File: config.mk
export PLATFORM = sky130hd
export DESIGN_NAME = pipelined_adder
export DESIGN_NICKNAME = d
export VERILOG_FILES = /design/src/rtl/adder_pkg.sv /design/src/rtl/adder_slice.sv /design/src/rtl/pipelined_adder.sv
export SDC_FILE = /design/constraint.sdc
export NUM_CORES = 1
export LEC_CHECK = 0
export CAP_MARGIN = 25
export CORE_MARGIN = 2
export CORE_UTILIZATION = 49
export DETAILED_ROUTE_END_ITERATION = 10
export PLACE_DENSITY = 0.86
export SETUP_SLACK_MARGIN = 0.5
export SLEW_MARGIN = 10
export SYNTH_ARGS = -nofsm -noshare
export SYNTH_HDL_FRONTEND = slang
export SYNTH_HIERARCHICAL = 1
export SYNTH_SLANG_ARGS = --single-unit
File: constraint.sdc
create_clock -name clk -period 2.65 [get_ports clk]
set_input_delay 0.265 -clock clk [delete_from_list [all_inputs] [get_ports clk]]
set_output_delay 0.265 -clock clk [all_outputs]
set_load 0.005 [all_outputs]
File: src/rtl/adder_pkg.sv
// Shared constants, stage record and full-adder cell for the pipelined adder.
// Stage records are sized for the widest supported adder; narrower adders use the low bits.
package adder_pkg;

  localparam int DEFAULT_WIDTH  = 16;
  localparam int DEFAULT_STAGES = 4;
  localparam int MAX_WIDTH      = 64;

  typedef struct packed {
    logic                 valid;
    logic                 carry;
    logic [MAX_WIDTH-1:0] a_rem;
    logic [MAX_WIDTH-1:0] b_rem;
    logic [MAX_WIDTH-1:0] psum;
    logic                 msb_carry;
  } stage_rec_t;

  // Returns {carry_out, sum_bit}
  function automatic logic [1:0] full_adder(input logic x, input logic y, input logic ci);
    return {(x & y) | (ci & (x ^ y)), x ^ y ^ ci};
  endfunction

endpackage

File: src/rtl/adder_slice.sv
// Combinational ripple adder for one pipeline slice, chained from full-adder cells.
// Also exposes the carry into its MSB so the last slice can flag signed overflow.
module adder_slice
  import adder_pkg::*;
#(
  parameter int SW = 4
) (
  input  logic [SW-1:0] a,
  input  logic [SW-1:0] b,
  input  logic          cin,
  output logic [SW-1:0] sum,
  output logic          cout,
  output logic          msb_cin
);

  always_comb begin
    logic c;
    c       = cin;
    sum     = '0;
    msb_cin = cin;
    for (int i = 0; i < SW; i++) begin
      if (i == SW - 1) msb_cin = c;
      {c, sum[i]} = full_adder(a[i], b[i], c);
    end
    cout = c;
  end

endmodule

File: src/rtl/pipelined_adder.sv
// Add/subtract pipeline: stage k adds slice k with the carry registered by stage k-1,
// and a per-stage valid bit with a combinational ready chain gives full-rate flow control.
module pipelined_adder
  import adder_pkg::*;
#(
  parameter int WIDTH  = DEFAULT_WIDTH,
  parameter int STAGES = DEFAULT_STAGES
) (
  input  logic             clk,
  input  logic             rst,
  input  logic             in_valid,
  output logic             in_ready,
  input  logic [WIDTH-1:0] a,
  input  logic [WIDTH-1:0] b,
  input  logic             cin,
  input  logic             sub,
  output logic             out_valid,
  input  logic             out_ready,
  output logic [WIDTH-1:0] sum,
  output logic             cout,
  output logic             ovf
);

  localparam int SW = WIDTH / STAGES;

  if (STAGES < 1 || (WIDTH % STAGES) != 0 || WIDTH > MAX_WIDTH) begin : g_bad_cfg
    $error("pipelined_adder: WIDTH (%0d) must be a multiple of STAGES (%0d) and at most %0d",
           WIDTH, STAGES, MAX_WIDTH);
  end

  stage_rec_t stage_q [STAGES];
  stage_rec_t src     [STAGES];
  stage_rec_t nxt     [STAGES];
  stage_rec_t in_rec;

  logic [STAGES-1:0]         load;
  logic [STAGES-1:0][SW-1:0] sl_a;
  logic [STAGES-1:0][SW-1:0] sl_b;
  logic [STAGES-1:0][SW-1:0] sl_sum;
  logic [STAGES-1:0]         sl_cin;
  logic [STAGES-1:0]         sl_cout;
  logic [STAGES-1:0]         sl_msb;

  // Subtraction becomes a + ~b + 1, so cin is replaced by a forced carry of 1
  always_comb begin
    in_rec                  = '0;
    in_rec.valid            = in_valid;
    in_rec.carry            = sub ? 1'b1 : cin;
    in_rec.a_rem[WIDTH-1:0] = a;
    in_rec.b_rem[WIDTH-1:0] = sub ? ~b : b;
  end

  always_comb begin
    src[0] = in_rec;
    for (int k = 1; k < STAGES; k++) src[k] = stage_q[k-1];
    for (int k = 0; k < STAGES; k++) begin
      sl_a[k]   = src[k].a_rem[k*SW +: SW];
      sl_b[k]   = src[k].b_rem[k*SW +: SW];
      sl_cin[k] = src[k].carry;
    end
  end

  for (genvar k = 0; k < STAGES; k++) begin : g_slice
    adder_slice #(.SW(SW)) u_slice (
      .a      (sl_a[k]),
      .b      (sl_b[k]),
      .cin    (sl_cin[k]),
      .sum    (sl_sum[k]),
      .cout   (sl_cout[k]),
      .msb_cin(sl_msb[k])
    );
  end

  always_comb begin
    for (int k = 0; k < STAGES; k++) begin
      nxt[k]                     = src[k];
      nxt[k].carry               = sl_cout[k];
      nxt[k].msb_carry           = sl_msb[k];
      nxt[k].psum[k*SW +: SW]    = sl_sum[k];
    end
  end

  // A stage may load when it is empty or when its successor makes room this cycle
  always_comb begin
    logic room;
    room = out_ready;
    load = '0;
    for (int k = STAGES - 1; k >= 0; k--) begin
      room    = !stage_q[k].valid || room;
      load[k] = room;
    end
  end

  always_ff @(posedge clk or posedge rst) begin
    if (rst) begin
      for (int k = 0; k < STAGES; k++) stage_q[k] <= '0;
    end else begin
      for (int k = 0; k < STAGES; k++) begin
        if (load[k]) stage_q[k] <= nxt[k];
      end
    end
  end

  assign in_ready  = load[0];
  assign out_valid = stage_q[STAGES-1].valid;
  assign sum       = stage_q[STAGES-1].psum[WIDTH-1:0];
  assign cout      = stage_q[STAGES-1].carry;
  assign ovf       = stage_q[STAGES-1].msb_carry ^ stage_q[STAGES-1].carry;

endmodule

; ---- Yosys cells after proc, flatten, opt, wreduce, memory -nomap -nowiden
; Index checks and enable logic that the tools add are counted.
[totals]
ff_bits = 145
inputBits = 38
output_inout_bits = 20
[classes]
mux = 2
bitwise = 82
reduce_logical = 8
[ops]
columns = op, count
row1 = $xor A1 B1 Y1, 33
row2 = $and A1 B1 Y1, 32
row3 = $mux W16, 1
row4 = $not A16 Y16, 1
row5 = $or A1 B1 Y1, 16
row6 = $logic_not A1 Y1, 4
row7 = $logic_or A1 B1 Y1, 4
row8 = $mux W1, 1

; ---- Logic depth before layout (Yosys ltp)
[logic_depth]
ltp_word = 11
mapped_depth = 12

; ---- By module
; Netlist, hierarchy kept.
[modules_own_cells]
columns = module, n_inst, cells_per_inst, area_per_inst_um2
row1 = pipelined_adder, 1, 259, 3900.0
row2 = adder_slice, 4, 14, 117.6

; ---- Worst setup path before layout
; No wires, ideal clock.
[synth_timing]
kind = in2reg
startpoint = input port sub
endpoint = register stage_q (netlist bit nxt[394])
setup_time_ps = 125
arrival_ps = 2626
path_slack_ps = -101
cell_stages = 12
n_path_buf = 2
path_cell_list = buf_2 buf_2 xor2_1 inv_1 fa_1 inv_1 fa_1 inv_1 fa_1 inv_1 fa_1 mux2_4
[synth_rtl]
columns = element, line
row1 = from (decl), pipelined_adder.sv:16  ; input logic sub,
row2 = "to (signal, indexed assignment)", pipelined_adder.sv:99  ; if (load[k]) stage_q[k] <= nxt[k];
row3 = to (decl), pipelined_adder.sv:31  ; stage_rec_t stage_q [STAGES];

==> impl_results.md <==
- Status: completed
- Antenna violations before repair: 0
- Synth Register Bits: 97
- Placeable Area: 8680 um2
- Hold Buf Count CTS: 0
- Total power: 4.61 mW
- DR pass1 iterations: 4
- Commonest non-fill, non-tap cell in the layout: dfrtp_1
- Vias in the first global route: 2576
- Yosys Warn Count: 6
- Synth unique cells: 20
- RSZ-0062 raised after global routing: true
- P per Cell Area: 874 nW/um2
- Global Route met1 Usage: 20.9%
- Initial core utilization: 50.4%
- Grt total ovfl: 0
- Die width: 98.4 um
- Peak supply drop: 0.294 mV
- Most Crowded Layer GR: met2
- Worst EP required: 2910 ps
- Worst skew pair latency: 360 ps
- Final WL: 7370 um
- Detailed-route vias per instance: 4.81
- FF-to-FF End: nxt[203]
- Diode count: 0
- Clock Sinks: 97
- Fin Clk Skew: 13.8 ps
- Largest net degree at the start of global routing: 84
- Via Count: 2323
- CTS tree: done
- Worst R2R Start: nxt[523]
- Arr. time, crit path: 2530 ps
- Seq/Total Area, Yosys: 55.5%
- Avg Synthesized Cell Area: 13.9 um2
- Residual DRC: 0
- Mapped Nets: 369
- Global Route met2 Usage: 27.9%
- Reg-to-reg slack, setup: 380 ps
- Layout cell share with drive strength beyond 1: 40.3%
- Max_slew headroom: 69.7%
- Clock transition at the registers of the reported paths: 100 ps
- Synthesized area: 4370 um2
- H-Tree Depth: 3
- Gpl congestion: 0.751
- Met3 usage: 3.62%
- First-pass GRT wire length: 12600 um
- Gate Count Post-Synth: 315
- Pleak: 2.32 nW
- Setup-failing EPs final: 0
- Syn-to-layout area delta: 20.7%
- Hold crit path type: primary input to async pin
- Final Hold Vio Count: 0
- WL per Instance: 15.3 um
- Hold Slack: 213 ps
- NumNets Final: 424
- DP HPWL: 5390 um
- Starting DRT DRC Count: 75
- Commonest cells after routing, fill and taps aside: 96 x dfrtp_1, 70 x mux2_2, 53 x clkdlybuf4s50_1
- Final Cycle Share: 85.7%
- Tmin final: 2270 ps
- Die area: 9690 um2
- FMAX: 440 MHz
- Root Driver: clkbuf_8
- Final ANT Viol Nets: 0
- Final instance area: 5280 um2
- CP Launch Type: flip-flop
- Critical Path Start: nxt[523]
- Ports: 58
- Max-slew violations: 0
- Num rows: 34
- Worst-margin pin slew: 454 ps
- Die height: 98.4 um
- Endpoint class of the critical path: flip-flop
- GRT Util Overall: 16.5%
- DP Area: 4990 um2
- R2R cell count: 9
- Max clock buf depth: 2
- Port buffer count: 57
- Total CTS buffers: 9
- Crit path kind: flip-flop to flip-flop
- Crit path max fanout: 2
- Maxcap violations: 0
## Yosys cell counts, drive strengths merged
cell type   n  area share, %
dfrtp      97             56
mux2       81             22
inv        42            3.7
buf        27            4.2
fa         16            7.3
nand3      12            1.4
o21ai      12            1.4
xnor2      12            2.4
xor2        5            1.0
or2         3           0.43
clkbuf      2           0.17
nand2b      2           0.29
and2        1           0.20
and4b       1           0.23
nand2       1          0.086
nor2b       1           0.14
## sequential cells by signal, indices dropped and copies added (netlist names)
| register | flops |
|---|---|
| nxt | 75 |
| sum | 16 |
| sl_cin | 3 |
| cout | 1 |
| out_valid | 1 |
| stage_q | 1 |
## critical path, cell delays in order (launching register included)
cell,delay [ps]
dfrtp_1,380
inv_2,50
fa_2,390
inv_2,60
fa_2,160
inv_1,50
fa_2,340
inv_2,60
fa_1,410
mux2_4,270
## routing by layer
metal | up-vias | wire, um
met5 | - | 0
met4 | 0 | 128
met3 | 11 | 285
met2 | 45 | 3710
met1 | 1161 | 3250
li1 | 1106 | -
## cell type report
| class | instances | area, um2 |
|---|---|---|
| timing repair buffer | 73 | 697 |
| multi-input combinational | 147 | 1640 |
| sequential | 97 | 2430 |
| inverter | 42 | 169 |
| fill | 667 | 3400 |
| tap | 108 | 135 |
| clock buffer | 10 | 138 |
| clock inverter | 6 | 73.8 |
## what timing repair did
action / CTS / global route
cloned: 0 / 0
pin swaps: 13 / 6
setup endpoints to repair: 7 / 8
setup buffers: 5 / 5
gates resized for setup: 11 / 6
## power by group
group | switching (mW) | internal [mW] | leakage (nW) | total (mW)
Combinational | 0.501 | 0.910 | 1.08 | 1.41
Clock | 0.527 | 0.476 | 0.108 | 1.00
Sequential | 0.266 | 1.93 | 1.13 | 2.20
## cell families after synthesis
logic type	share of synthesized area, %
adder cells (fa/ha/maj)	7.33
multiplexers	21.6
AND/OR/NAND/NOR	2.75
flip-flops	55.5
XOR/XNOR	3.41
buffers and inverters	8.04
AO/OA/AOI/OAI	1.37
## metrics by stage
step	cells	setup WS [ps]	util [%]	TNS [ps]
2_1_floorplan	315	198	-	0
5_1_grt	483	315	60.8	0
3_5_place_dp	457	-209	57.5	-332
4_1_cts	478	387	60.4	0
6_report	483	380	60.8	0
3_3_place_gp	457	-156	57.5	-202
## worst max-delay path by stage
stage                     cells after the start  endpoint
after detailed placement                     11  nxt[394]
final                                         9  nxt[203]
after global placement                       11  nxt[394]
after global routing                          9   nxt[12]
after floorplan                              12  nxt[394]
after CTS                                     9   sum[15]
(Power assumes the default switching activity.)
